===== config.mk =====
export PLATFORM = sky130hd
export DESIGN_NAME = pipeline_ctrl_flat
export DESIGN_NICKNAME = d
export VERILOG_FILES = /design/src/rtl/pipe_pkg.sv /design/src/rtl/pipeline_ctrl_if.sv /design/src/rtl/sat_counter.sv /design/src/rtl/pipeline_ctrl.sv /design/src/flat_wrapper.sv
export SDC_FILE = /design/constraint.sdc
export NUM_CORES = 1
export LEC_CHECK = 0
export BUFFER_PORTS_ARGS = -buffer_cell sky130_fd_sc_hd__buf_4
export CORE_ASPECT_RATIO = 1.2
export CORE_MARGIN = 5
export CORE_UTILIZATION = 46
export DETAILED_ROUTE_END_ITERATION = 8
export GPL_ROUTABILITY_DRIVEN = 0
export PLACE_DENSITY_LB_ADDON = 0.08
export SETUP_SLACK_MARGIN = 0.1
export SYNTH_ARGS = -nofsm -noshare
export SYNTH_HDL_FRONTEND = slang
export SYNTH_SLANG_ARGS = --single-unit

===== constraint.sdc =====
create_clock -name clk -period 2.3 [get_ports clk]
set_input_delay 0.115 -clock clk [delete_from_list [all_inputs] [get_ports clk]]
set_output_delay 0.115 -clock clk [all_outputs]
set_load 0.02 [all_outputs]

===== src/rtl/pipe_pkg.sv =====
// Shared definitions for the pipeline control block.
//   FWD_*       : forwarding-select encodings driven on ForwardAE/ForwardBE
//   ALU_CTRL_W  : width of the ALU operation field
//   fwd_sel()   : forwarding priority rule, shared by the A and B operands
package pipe_pkg;

  localparam int ALU_CTRL_W = 5;

  localparam logic [1:0] FWD_RF  = 2'b00;
  localparam logic [1:0] FWD_WB  = 2'b01;
  localparam logic [1:0] FWD_MEM = 2'b10;

  // The M stage holds the younger result, so it wins over W.
  function automatic logic [1:0] fwd_sel(input logic match_m, input logic match_w,
                                         input logic rw_m, input logic rw_w);
    if (match_m && rw_m) return FWD_MEM;
    if (match_w && rw_w) return FWD_WB;
    return FWD_RF;
  endfunction

endpackage


===== src/rtl/pipeline_ctrl_if.sv =====
// Bundle of all control/hazard signals exchanged between the datapath and
// the pipeline controller.
//   slave  : controller view (decode bits, condition, branch and register
//            matches in; staged control, forwarding, stall/flush and
//            performance counters out)
//   master : datapath view (the mirror image)
interface pipeline_ctrl_if
  import pipe_pkg::*;
#(
  parameter int CNT_W = 16
);

  logic                  RegWriteD;
  logic                  MemtoRegD;
  logic                  MemWriteD;
  logic                  PCSrcD;
  logic                  ALUSrcD;
  logic [ALU_CTRL_W-1:0] ALUControlD;
  logic                  CondExE;
  logic                  BranchTakenE;
  logic                  Match_1E_M;
  logic                  Match_1E_W;
  logic                  Match_2E_M;
  logic                  Match_2E_W;
  logic                  Match_12D_E;

  logic                  ALUSrcE;
  logic [ALU_CTRL_W-1:0] ALUControlE;
  logic                  MemWriteM;
  logic                  RegWriteW;
  logic                  MemtoRegW;
  logic                  PCSrcW;
  logic [1:0]            ForwardAE;
  logic [1:0]            ForwardBE;
  logic                  StallF;
  logic                  StallD;
  logic                  FlushD;
  logic                  FlushE;
  logic [CNT_W-1:0]      StallCnt;
  logic [CNT_W-1:0]      FlushCnt;

  modport slave (
    input  RegWriteD, MemtoRegD, MemWriteD, PCSrcD, ALUSrcD, ALUControlD,
    input  CondExE, BranchTakenE,
    input  Match_1E_M, Match_1E_W, Match_2E_M, Match_2E_W, Match_12D_E,
    output ALUSrcE, ALUControlE, MemWriteM, RegWriteW, MemtoRegW, PCSrcW,
    output ForwardAE, ForwardBE, StallF, StallD, FlushD, FlushE,
    output StallCnt, FlushCnt
  );

  modport master (
    output RegWriteD, MemtoRegD, MemWriteD, PCSrcD, ALUSrcD, ALUControlD,
    output CondExE, BranchTakenE,
    output Match_1E_M, Match_1E_W, Match_2E_M, Match_2E_W, Match_12D_E,
    input  ALUSrcE, ALUControlE, MemWriteM, RegWriteW, MemtoRegW, PCSrcW,
    input  ForwardAE, ForwardBE, StallF, StallD, FlushD, FlushE,
    input  StallCnt, FlushCnt
  );

endinterface


===== src/rtl/sat_counter.sv =====
// Saturating up-counter used for performance debug.
//   clk   : clock
//   reset : asynchronous active-low clear
//   inc   : count one on this edge
//   count : current value; holds at all-ones instead of wrapping
module sat_counter #(
  parameter int W = 16
) (
  input  logic         clk,
  input  logic         reset,
  input  logic         inc,
  output logic [W-1:0] count
);

  always_ff @(posedge clk or negedge reset) begin
    if (!reset) begin
      count <= '0;
    end else if (inc && (count != '1)) begin
      count <= count + W'(1);
    end
  end

endmodule


===== src/rtl/pipeline_ctrl.sv =====
// Control sequencer and hazard unit for the 5-stage core.
// Carries decode control bits through private E/M/W registers (bubbling E
// on FlushE, gating side effects with the execute condition), derives
// operand forwarding from the datapath register matches, produces
// stall/flush controls and counts load-use stalls and taken branches.
//   clk   : core clock
//   reset : asynchronous active-low clear of all state
//   bus   : pipeline_ctrl_if.slave -- decode bits, condition, branch and
//           match inputs; staged controls, forwarding selects,
//           stall/flush controls and performance counters out
module pipeline_ctrl
  import pipe_pkg::*;
#(
  parameter int CNT_W = 16
) (
  input  logic             clk,
  input  logic             reset,
  pipeline_ctrl_if.slave   bus
);

  logic                  reg_write_e, mem_to_reg_e, mem_write_e, pc_src_e, alu_src_e;
  logic [ALU_CTRL_W-1:0] alu_ctrl_e;
  logic                  reg_write_m, mem_to_reg_m, mem_write_m, pc_src_m;
  logic                  reg_write_w, mem_to_reg_w, pc_src_w;

  logic ldr_stall;
  logic pc_wr_pending;
  logic flush_e;

  // A taken branch kills the dependent wrong-path instruction, so it must
  // not also be stalled behind the load.
  assign ldr_stall     = bus.Match_12D_E & mem_to_reg_e & reg_write_e & ~bus.BranchTakenE;
  assign pc_wr_pending = bus.PCSrcD | pc_src_e | pc_src_m;
  assign flush_e       = ldr_stall | bus.BranchTakenE;

  always_ff @(posedge clk or negedge reset) begin
    if (!reset) begin
      reg_write_e  <= 1'b0;
      mem_to_reg_e <= 1'b0;
      mem_write_e  <= 1'b0;
      pc_src_e     <= 1'b0;
      alu_src_e    <= 1'b0;
      alu_ctrl_e   <= '0;
      reg_write_m  <= 1'b0;
      mem_to_reg_m <= 1'b0;
      mem_write_m  <= 1'b0;
      pc_src_m     <= 1'b0;
      reg_write_w  <= 1'b0;
      mem_to_reg_w <= 1'b0;
      pc_src_w     <= 1'b0;
    end else begin
      if (flush_e) begin
        reg_write_e  <= 1'b0;
        mem_to_reg_e <= 1'b0;
        mem_write_e  <= 1'b0;
        pc_src_e     <= 1'b0;
        alu_src_e    <= 1'b0;
        alu_ctrl_e   <= '0;
      end else begin
        reg_write_e  <= bus.RegWriteD;
        mem_to_reg_e <= bus.MemtoRegD;
        mem_write_e  <= bus.MemWriteD;
        pc_src_e     <= bus.PCSrcD;
        alu_src_e    <= bus.ALUSrcD;
        alu_ctrl_e   <= bus.ALUControlD;
      end

      // Only architectural side effects are condition-gated; the result
      // select is harmless once RegWrite is dropped.
      reg_write_m  <= reg_write_e & bus.CondExE;
      mem_write_m  <= mem_write_e & bus.CondExE;
      pc_src_m     <= pc_src_e & bus.CondExE;
      mem_to_reg_m <= mem_to_reg_e;

      reg_write_w  <= reg_write_m;
      mem_to_reg_w <= mem_to_reg_m;
      pc_src_w     <= pc_src_m;
    end
  end

  assign bus.ALUSrcE     = alu_src_e;
  assign bus.ALUControlE = alu_ctrl_e;
  assign bus.MemWriteM   = mem_write_m;
  assign bus.RegWriteW   = reg_write_w;
  assign bus.MemtoRegW   = mem_to_reg_w;
  assign bus.PCSrcW      = pc_src_w;

  assign bus.ForwardAE = fwd_sel(bus.Match_1E_M, bus.Match_1E_W, reg_write_m, reg_write_w);
  assign bus.ForwardBE = fwd_sel(bus.Match_2E_M, bus.Match_2E_W, reg_write_m, reg_write_w);

  assign bus.StallF = ldr_stall | pc_wr_pending;
  assign bus.StallD = ldr_stall;
  assign bus.FlushD = pc_wr_pending | pc_src_w | bus.BranchTakenE;
  assign bus.FlushE = flush_e;

  sat_counter #(.W(CNT_W)) u_stall_cnt (
    .clk   (clk),
    .reset (reset),
    .inc   (ldr_stall),
    .count (bus.StallCnt)
  );

  sat_counter #(.W(CNT_W)) u_flush_cnt (
    .clk   (clk),
    .reset (reset),
    .inc   (bus.BranchTakenE),
    .count (bus.FlushCnt)
  );

endmodule


===== src/flat_wrapper.sv =====
// flat-port wrapper written by rule: the top's interface ports become plain ports
module pipeline_ctrl_flat import pipe_pkg::*;
#(
  parameter int CNT_W = 16
)
  (clk, reset, bus_RegWriteD, bus_MemtoRegD, bus_MemWriteD, bus_PCSrcD, bus_ALUSrcD, bus_ALUControlD, bus_CondExE, bus_BranchTakenE, bus_Match_1E_M, bus_Match_1E_W, bus_Match_2E_M, bus_Match_2E_W, bus_Match_12D_E, bus_ALUSrcE, bus_ALUControlE, bus_MemWriteM, bus_RegWriteW, bus_MemtoRegW, bus_PCSrcW, bus_ForwardAE, bus_ForwardBE, bus_StallF, bus_StallD, bus_FlushD, bus_FlushE, bus_StallCnt, bus_FlushCnt);
  pipeline_ctrl_if #(.CNT_W(CNT_W)) bus_i ();
  input  logic clk;
  input  logic reset;
  input wire logic [$bits(bus_i.RegWriteD)-1:0] bus_RegWriteD;
  input wire logic [$bits(bus_i.MemtoRegD)-1:0] bus_MemtoRegD;
  input wire logic [$bits(bus_i.MemWriteD)-1:0] bus_MemWriteD;
  input wire logic [$bits(bus_i.PCSrcD)-1:0] bus_PCSrcD;
  input wire logic [$bits(bus_i.ALUSrcD)-1:0] bus_ALUSrcD;
  input wire logic [$bits(bus_i.ALUControlD)-1:0] bus_ALUControlD;
  input wire logic [$bits(bus_i.CondExE)-1:0] bus_CondExE;
  input wire logic [$bits(bus_i.BranchTakenE)-1:0] bus_BranchTakenE;
  input wire logic [$bits(bus_i.Match_1E_M)-1:0] bus_Match_1E_M;
  input wire logic [$bits(bus_i.Match_1E_W)-1:0] bus_Match_1E_W;
  input wire logic [$bits(bus_i.Match_2E_M)-1:0] bus_Match_2E_M;
  input wire logic [$bits(bus_i.Match_2E_W)-1:0] bus_Match_2E_W;
  input wire logic [$bits(bus_i.Match_12D_E)-1:0] bus_Match_12D_E;
  output wire logic [$bits(bus_i.ALUSrcE)-1:0] bus_ALUSrcE;
  output wire logic [$bits(bus_i.ALUControlE)-1:0] bus_ALUControlE;
  output wire logic [$bits(bus_i.MemWriteM)-1:0] bus_MemWriteM;
  output wire logic [$bits(bus_i.RegWriteW)-1:0] bus_RegWriteW;
  output wire logic [$bits(bus_i.MemtoRegW)-1:0] bus_MemtoRegW;
  output wire logic [$bits(bus_i.PCSrcW)-1:0] bus_PCSrcW;
  output wire logic [$bits(bus_i.ForwardAE)-1:0] bus_ForwardAE;
  output wire logic [$bits(bus_i.ForwardBE)-1:0] bus_ForwardBE;
  output wire logic [$bits(bus_i.StallF)-1:0] bus_StallF;
  output wire logic [$bits(bus_i.StallD)-1:0] bus_StallD;
  output wire logic [$bits(bus_i.FlushD)-1:0] bus_FlushD;
  output wire logic [$bits(bus_i.FlushE)-1:0] bus_FlushE;
  output wire logic [$bits(bus_i.StallCnt)-1:0] bus_StallCnt;
  output wire logic [$bits(bus_i.FlushCnt)-1:0] bus_FlushCnt;
  assign bus_i.RegWriteD = bus_RegWriteD;
  assign bus_i.MemtoRegD = bus_MemtoRegD;
  assign bus_i.MemWriteD = bus_MemWriteD;
  assign bus_i.PCSrcD = bus_PCSrcD;
  assign bus_i.ALUSrcD = bus_ALUSrcD;
  assign bus_i.ALUControlD = bus_ALUControlD;
  assign bus_i.CondExE = bus_CondExE;
  assign bus_i.BranchTakenE = bus_BranchTakenE;
  assign bus_i.Match_1E_M = bus_Match_1E_M;
  assign bus_i.Match_1E_W = bus_Match_1E_W;
  assign bus_i.Match_2E_M = bus_Match_2E_M;
  assign bus_i.Match_2E_W = bus_Match_2E_W;
  assign bus_i.Match_12D_E = bus_Match_12D_E;
  assign bus_ALUSrcE = bus_i.ALUSrcE;
  assign bus_ALUControlE = bus_i.ALUControlE;
  assign bus_MemWriteM = bus_i.MemWriteM;
  assign bus_RegWriteW = bus_i.RegWriteW;
  assign bus_MemtoRegW = bus_i.MemtoRegW;
  assign bus_PCSrcW = bus_i.PCSrcW;
  assign bus_ForwardAE = bus_i.ForwardAE;
  assign bus_ForwardBE = bus_i.ForwardBE;
  assign bus_StallF = bus_i.StallF;
  assign bus_StallD = bus_i.StallD;
  assign bus_FlushD = bus_i.FlushD;
  assign bus_FlushE = bus_i.FlushE;
  assign bus_StallCnt = bus_i.StallCnt;
  assign bus_FlushCnt = bus_i.FlushCnt;
  pipeline_ctrl #(.CNT_W(CNT_W)) u_core (.clk(clk), .reset(reset), .bus(bus_i));
endmodule

Word-level counts from Yosys, hierarchy flattened
Index checks and enable logic that the tools add are counted.
{"block": "totals", "ff_bits": 49, "in_bits": 19, "word_cells": 58}
{"block": "op_classes", "add_sub_neg": 2, "n_eq_ne": 2, "muxes": 20, "n_bitwise": 13, "reduce_logical": 6}
{"operator": "adder 16 x 1 -> 16 bit (second input constant)", "count": 2}
{"operator": "inequality test 16 bit (second input constant)", "count": 2}
{"operator": "2-to-1 mux 2 bit", "count": 8}
{"operator": "2-to-1 mux 1 bit", "count": 11}
{"operator": "AND 1 bit", "count": 6}
{"operator": "logical AND 1 bit", "count": 6}
{"operator": "bitwise OR 1 bit", "count": 6}
{"operator": "2-to-1 mux 5 bit", "count": 1}
{"operator": "inverter 1 bit", "count": 1}

Logic depth before layout (Yosys ltp)
Gate-level depths: netlist (run 1).
{"block": "depth", "word_depth": 5, "depth_mapped": 6, "depth_no_buf": 6}

Modules after synthesis
Synthesis (run 1) repeated with hierarchy kept, for this count alone.
{"block": "unflattened", "hier_cells": 189, "hier_area_um2": 2304.7}
{"module": "sat_counter", "instances": 2, "cells_per_inst": 72, "area_per_inst_um2": 859.6}
{"module": "pipeline_ctrl", "instances": 1, "cells_per_inst": 45, "area_per_inst_um2": 585.6}

Worst setup path after synthesis (run 1)
No wires, ideal clock.
{"block": "synth_path", "path_type": "register to register", "startpoint": "register u_core.u_stall_cnt.count[0]", "endpoint": "register u_core.u_stall_cnt.count[14]", "t_arrival_ns": 1.763, "required_ns": 2.162, "setup_slack_ns": 0.399, "stages_incl_launch_ff": 7, "synth_period_minus_slack_ns": 1.901, "cell_sequence": "dfrtp_1 ha_1 nand3_1 or4_4 nand2_2 nor4_1 xor2_1"}
{"block": "synth_via", "elab_chain_cells": 2, "word_cells_on_any_way": 3, "cone_classes": "add/sub (1); eq/ne (1); reduce/logical (1)"}
{"item": "start: declaration", "line_no": "sat_counter.sv:12", "text": "output logic [W-1:0] count"}
{"item": "start signal: assignment", "line_no": "sat_counter.sv:19", "text": "count <= count + W'(1);"}
{"item": "branches (longest 2 deep; another with adder 16 x 1 -> 16 bit)"}
Several ways; the timed one is not identified.
A chain may end at the register's enable or synchronous reset.

Worst setup path in the final report (run 1)
Ends and elaborated chain as after synthesis.

==> flow_summary.toml, run 1 <==
[power_and_ir_drop]
internal_power_w = 0.001440
switching_share_pct = 29.97
seq_power_share_pct = 51.4
clockPowerShare_pct = 26.9
power_density_nw_per_um2 = 742.2
p_switching_w = 0.0006165
p_leak_nw = 1.371
vdd_drop_max_uv = 504.3
p_comb_share_pct = 21.7

[floorplanning]
pin_count = 69
die_height_um = 83.74
dieWidth_um = 71.45
num_rows = 26
start_util_pct = 48.18
die_area_um2 = 5983
core_area_um2 = 4327

[setup_path]
path_class = "reg2reg"
cp_max_fo = 7
worstSetupEndpointType = "flip-flop"
slowest_delay_ns = 0.62
path_cells = "ha_1 > nand3_1 > or4_4 > nand2_2 > nor4_1 > xor2_1"
reg2reg_depth = 6
regToRegSetupSlack_ns = 0.34
start_kind = "flip-flop"
required_ns = 2.48
crit_arrival_ns = 2.13
crit_slowest_cell = "or4_4"

[timing]
tightestPinTransition_ns = 0.6856
timing.final.ws_setup_ns = 0.3424
tns_ns = 0
hold_viol = 0
max_slew_margin_pct = 54.08
drv_slew = 0
rsz0062_at_grt = "no"
setup_violations = 0
post-route-period-util_pct = 85.11
min_period_ns = 1.958
fin_worst_skew_ns = 0.008733
clock.fmax_mhz = 510.8

[synthesis]
synth_top_area_share_pct = 58.82
synth_area_leaders = "dfrtp_1 (59%), xnor2_1 (7.6%), and2_1 (4.8%), xor2_1 (3.8%), nand2_1 (3.2%)"
syn_nets = 204
ys_top_cells_by_count = "dfrtp_1 (49), nand2_1 (18), xnor2_1 (18)"
ys_seq_elements = 49
syn_avg_cell_area_um2 = 11.39
synth_top_cell_by_area = "dfrtp_1"
syn_area_um2 = 2084
ys_async_sr_fraction_pct = 100.0
synth_edf_count = 0
ys.flop_type = "dfrtp_1"
synthCells = 183
synth_cell_type_count = 32
synthMostInstantiatedCell = "dfrtp_1"
yosysSeqAreaShare_pct = 58.82
yosysWarnings = 0

[drt]
wl_mm = 4.325
wl_per_cell_um = 13.73
drtIter0Drc = 53
drt_pass1_iterations = 4
vias_per_cell = 4.994
drc = 0
vias = 1573
postRouteAntennaNets = 0

[placement]
io_buffers = 68
dp_slack_ns = 0.3590
dpl.hpwl_mm = 3.211

[cells_and_area]
layout.nets = 279
drive_gt1_share_pct = 32.43
fillers = 398
num_antenna_cells = 0
syn_to_final_growth_pct = 32.95

[global_route]
antenna_found_initial = 0
grt_pass1_wl_mm = 7.458
first_global_vias = 1598
grtUsageTotal_pct = 15.76
overflow = 0
grt_max_degree = 50

[clock_network]
clock_sinks = 49
cts-root-buf = "clkbuf_8"
htreeDepth = 2
cts_setup_buffers = 0
clk_latency_ns = 0.30
cts_buffers = 5
clock_path_buffers = 2
cts.reportedPaths.clkPinSlew_ns = 0.09
cts_tree = "yes"

[worst_hold_path]
hold_path.class = "in2reg"
min_path_cells = 2

[flow_run]
maxCapViolCount = 0

[run_status]
outcome = "complete, no violations"
-- critical path, delay by kind of cell (launching register included) --
family / cells / cell delay [ns]
adders and majority gates: 1 / 0.19
and+or+nand+nor: 4 / 1.05
DFF: 1 / 0.44
xor gates and xnor gates: 1 / 0.14
-- registers in the layout (all words and copies together) (netlist names) --
register	cells
u_core.reg_write_m	1
u_core.u_flush_cnt.count	16
u_core.bus.MemWriteM	1
u_core.bus.ALUSrcE	1
u_core.pc_src_m	1
u_core.mem_write_e	1
u_core.bus.MemtoRegW	1
u_core.u_stall_cnt.count	16
u_core.pc_src_e	1
u_core.mem_to_reg_e	1
u_core.bus.ALUControlE	5
u_core.reg_write_e	1
u_core.mem_to_reg_m	1
u_core.bus.RegWriteW	1
u_core.bus.PCSrcW	1
-- layout by cell type, fill, tap and decap left out, types with 4 or more instances in the layout --
cell,count
buf_4,68
dfrtp_1,49
nand2_1,18
xnor2_1,18
and2_1,16
nor2_1,14
nand3_1,13
xor2_1,9
nand4_1,8
nor3_1,7
clkbuf_8,7
inv_1,4
-- power by group through the flow --
stage	registers (W)	logic (W)	clock network, W
6_report	0.00106	0.000446	0.000553
3_3_place_gp	0.00107	0.000449	0
5_1_grt	0.00108	0.000487	0.000607
4_1_cts	0.00106	0.000456	0.000567
2_1_floorplan	0.00115	0.000143	0
3_5_place_dp	0.00108	0.000452	0
-- area by class of cell --
class / count / area (um^2) / share of cell area, %
flip-flops and latches: 49 / 1226 / 44.24
multi-input cells: 128 / 828.3 / 29.89
repair buffers: 70 / 530.5 / 19.14
clock buffers: 7 / 96.34 / 3.476
well taps: 56 / 70.07 / 2.528
inverters: 4 / 15.01 / 0.5418
clock inverters: 1 / 5.005 / 0.1806
-- logic make-up after synthesis --
kind of cell    after synthesis  synth area share [%]
simple gates                 91                 24.13
flops                        49                 58.82
xor+xnor                     27                 11.34
buf+inv                       6                 1.440
mux                           1                0.7201
fa+ha+maj                     2                 1.200
compound gates                7                 2.341
-- what timing repair did --
item	CTS	global route
hold endpoints to repair	49	1
hold buffers	1	1
resized for setup	0	0
-- per-layer routing --
metal  vias to the layer above  routed length [um]  global-route usage [%]
met1                       739                1749                   19.08
met5                         -                   0                       0
met4                         0                  71                   5.641
met3                         6                 404                   6.386
li1                        770                   -                       -
met2                        58                2100                   25.08
-- final timing paths --
| path | startpoint | endpoint |
|---|---|---|
| max | u_core.u_stall_cnt.count[0] | u_core.u_stall_cnt.count[14] |
| min | bus_ALUControlD[4] | u_core.bus.ALUControlE[4] |
| max reg2reg | u_core.u_stall_cnt.count[0] | u_core.u_stall_cnt.count[14] |
| min reg2reg | u_core.mem_to_reg_m | u_core.bus.MemtoRegW |
| max in group asynchronous | reset | u_core.reg_write_e |
| min in group asynchronous | reset | u_core.u_flush_cnt.count[10] |
-- through the flow --
stage,instance area [um^2],power [W],util [%],hold WS (ns),cells
2_1_floorplan,2085,0.001297,-,-0.1806,183
3_3_place_gp,2650,0.001524,61.25,0.1719,305
3_5_place_dp,2650,0.001529,61.25,0.1719,305
4_1_cts,2761,0.002084,63.82,0.007917,314
5_1_grt,2771,0.002173,64.05,0.005520,315
6_report,2771,0.002057,64.05,0.01253,315
Power figures use the tool's default switching activity.
==> inputs of run 2 (changes only) <==
Settings changed: CORE_UTILIZATION 46 to 50.
==> flow_summary.toml, run 2 (synthesized netlist as in run 1, its figures left out) <==
[power_and_ir_drop]
internal_power_w = 0.001378
seq_power_share_pct = 53.3
clockPowerShare_pct = 24.2
p_comb_share_pct = 22.5
vdd_drop_max_uv = 413.5
p_leak_nw = 1.362
switching_share_pct = 30.73
power_density_nw_per_um2 = 724.0
p_switching_w = 0.0006114

[global_route]
grt_max_degree = 50
overflow = 0
grtUsageTotal_pct = 16.17
grt_pass1_wl_mm = 6.768
first_global_vias = 1579
antenna_found_initial = 0

[drt]
vias_per_cell = 5.061
top_layer = "met4"
postRouteAntennaNets = 0
drc = 0
drtIter0Drc = 62
wl_mm = 4.177
vias = 1584
drt_pass1_iterations = 4
met3_length_um = 241
drt-met1-wl_mm = 1.756
met2WireLength_mm = 2.123
wl_per_cell_um = 13.35

[setup_path]
crit_arrival_ns = 2.12
path_class = "reg2reg"
start_kind = "flip-flop"
worstSetupEndpointType = "flip-flop"
cp_max_fo = 9
path_cells = "ha_1 > nand4_1 > or4_1 > nand2_4 > mux2_4"
required_ns = 2.49
crit_slowest_cell = "or4_1"
slowest_delay_ns = 0.62
regToRegSetupSlack_ns = 0.37

[timing]
drv_slew = 0
clock.fmax_mhz = 518.3
setup_violations = 0
fin_worst_skew_ns = 0.003329
post-route-period-util_pct = 83.89
max_slew_margin_pct = 55.19
min_period_ns = 1.930
hold_viol = 0
tns_ns = 0
tightestPinTransition_ns = 0.6691
rsz0062_at_grt = "no"

[placement]
dpl.hpwl_mm = 3.165
placed_area_um2 = 2655
io_buffers = 68

[floorplanning]
die_height_um = 80.73
dieWidth_um = 68.94
die_area_um2 = 5566
start_util_pct = 52.06
pin_count = 69
num_rows = 25
core_area_um2 = 4004

[worst_hold_path]
hold_path.class = "in2reg"

[clock_network]
cts-root-buf = "clkbuf_8"
cts.repair.resized = 0
clk_latency_ns = 0.29
cts_setup_buffers = 0
cts_buffers = 5
htreeDepth = 2
cts.reportedPaths.clkPinSlew_ns = 0.08
clock_sinks = 49
cts_tree = "yes"
clock_path_buffers = 2

[cells_and_area]
layout.nets = 279
register_area_um2 = 1226
num_antenna_cells = 0
multi_input_area_um2 = 828.3
final_common_cell = "buf_4"
fillers = 354
final_cell_area_um2 = 2748
drive_gt1_share_pct = 32.43
final_cell_mix = "buf_4 (69), dfrtp_1 (49), nand2_1 (18), xnor2_1 (18), and2_1 (16)"
syn_to_final_growth_pct = 31.81

[run_status]
outcome = "complete, no violations"

[flow_run]
maxCapViolCount = 0
==> run 2: final timing paths <==
path                                               end                         from  depth (start not counted)
max                        u_core.u_flush_cnt.count[1]  u_core.u_flush_cnt.count[0]                          5
min                          u_core.bus.ALUControlE[3]           bus_ALUControlD[3]                          2
max reg2reg                u_core.u_flush_cnt.count[1]  u_core.u_flush_cnt.count[0]                          5
min reg2reg                       u_core.bus.MemtoRegW          u_core.mem_to_reg_m                          0
max in group asynchronous  u_core.u_stall_cnt.count[7]                        reset                          2
min in group asynchronous  u_core.u_flush_cnt.count[6]                        reset                          2
==> run 2: routing by layer <==
layer  track usage (%)  vias up
met5                 0        -
met3             4.979        6
met1             18.89      768
li1                  -      768
met2             27.77       42
met4             5.458        0
==> run 2: area by class of cell <==
class | count | share of cell area, %
multi-input combinational | 128 | 30.15
timing repair buffer | 70 | 19.22
tap | 54 | 2.459
clock inverter | 2 | 0.3643
clock buffer | 6 | 2.641
sequential | 49 | 44.63
inverter | 4 | 0.5464
==> run 2: power by group through the flow <==
| stage | Combinational [W] | Sequential [W] | Clock [W] |
|---|---|---|---|
| after CTS | 0.000456 | 0.00106 | 0.000494 |
| after floorplan | 0.000143 | 0.00115 | 0 |
| after global routing | 0.000492 | 0.00107 | 0.000527 |
| after global placement | 0.000448 | 0.00107 | 0 |
| final | 0.000448 | 0.00106 | 0.000482 |
| after detailed placement | 0.000453 | 0.00107 | 0 |
==> run 2: critical path, delay by kind of cell, from the launching register on <==
| family | cells | cell delay, ns |
|---|---|---|
| AND/OR/NAND/NOR | 3 | 0.89 |
| flip-flops | 1 | 0.42 |
| multiplexers | 1 | 0.30 |
| adder cells (fa/ha/maj) | 1 | 0.21 |
==> run 2: repair_timing <==
| action | in CTS | in global routing |
|---|---|---|
| hold buffers | 1 | 0 |
| endpoints found under the setup margin | 0 | 0 |
| hold endpoints to repair | 49 | 0 |
==> run 2: through the flow <==
stage               power, W  cells  worst slack (ns)  hold slack, ns  utilization, %
floorplan           0.001297    183            0.3986         -0.1806               -
global placement    0.001516    304            0.3992          0.1673           66.31
detailed placement  0.001527    304            0.3859          0.1658           66.31
CTS                 0.002009    313            0.3607         0.01664           68.63
global route        0.002089    313            0.2482        0.008490           68.63
finish              0.001989    313            0.3705         0.01882           68.63
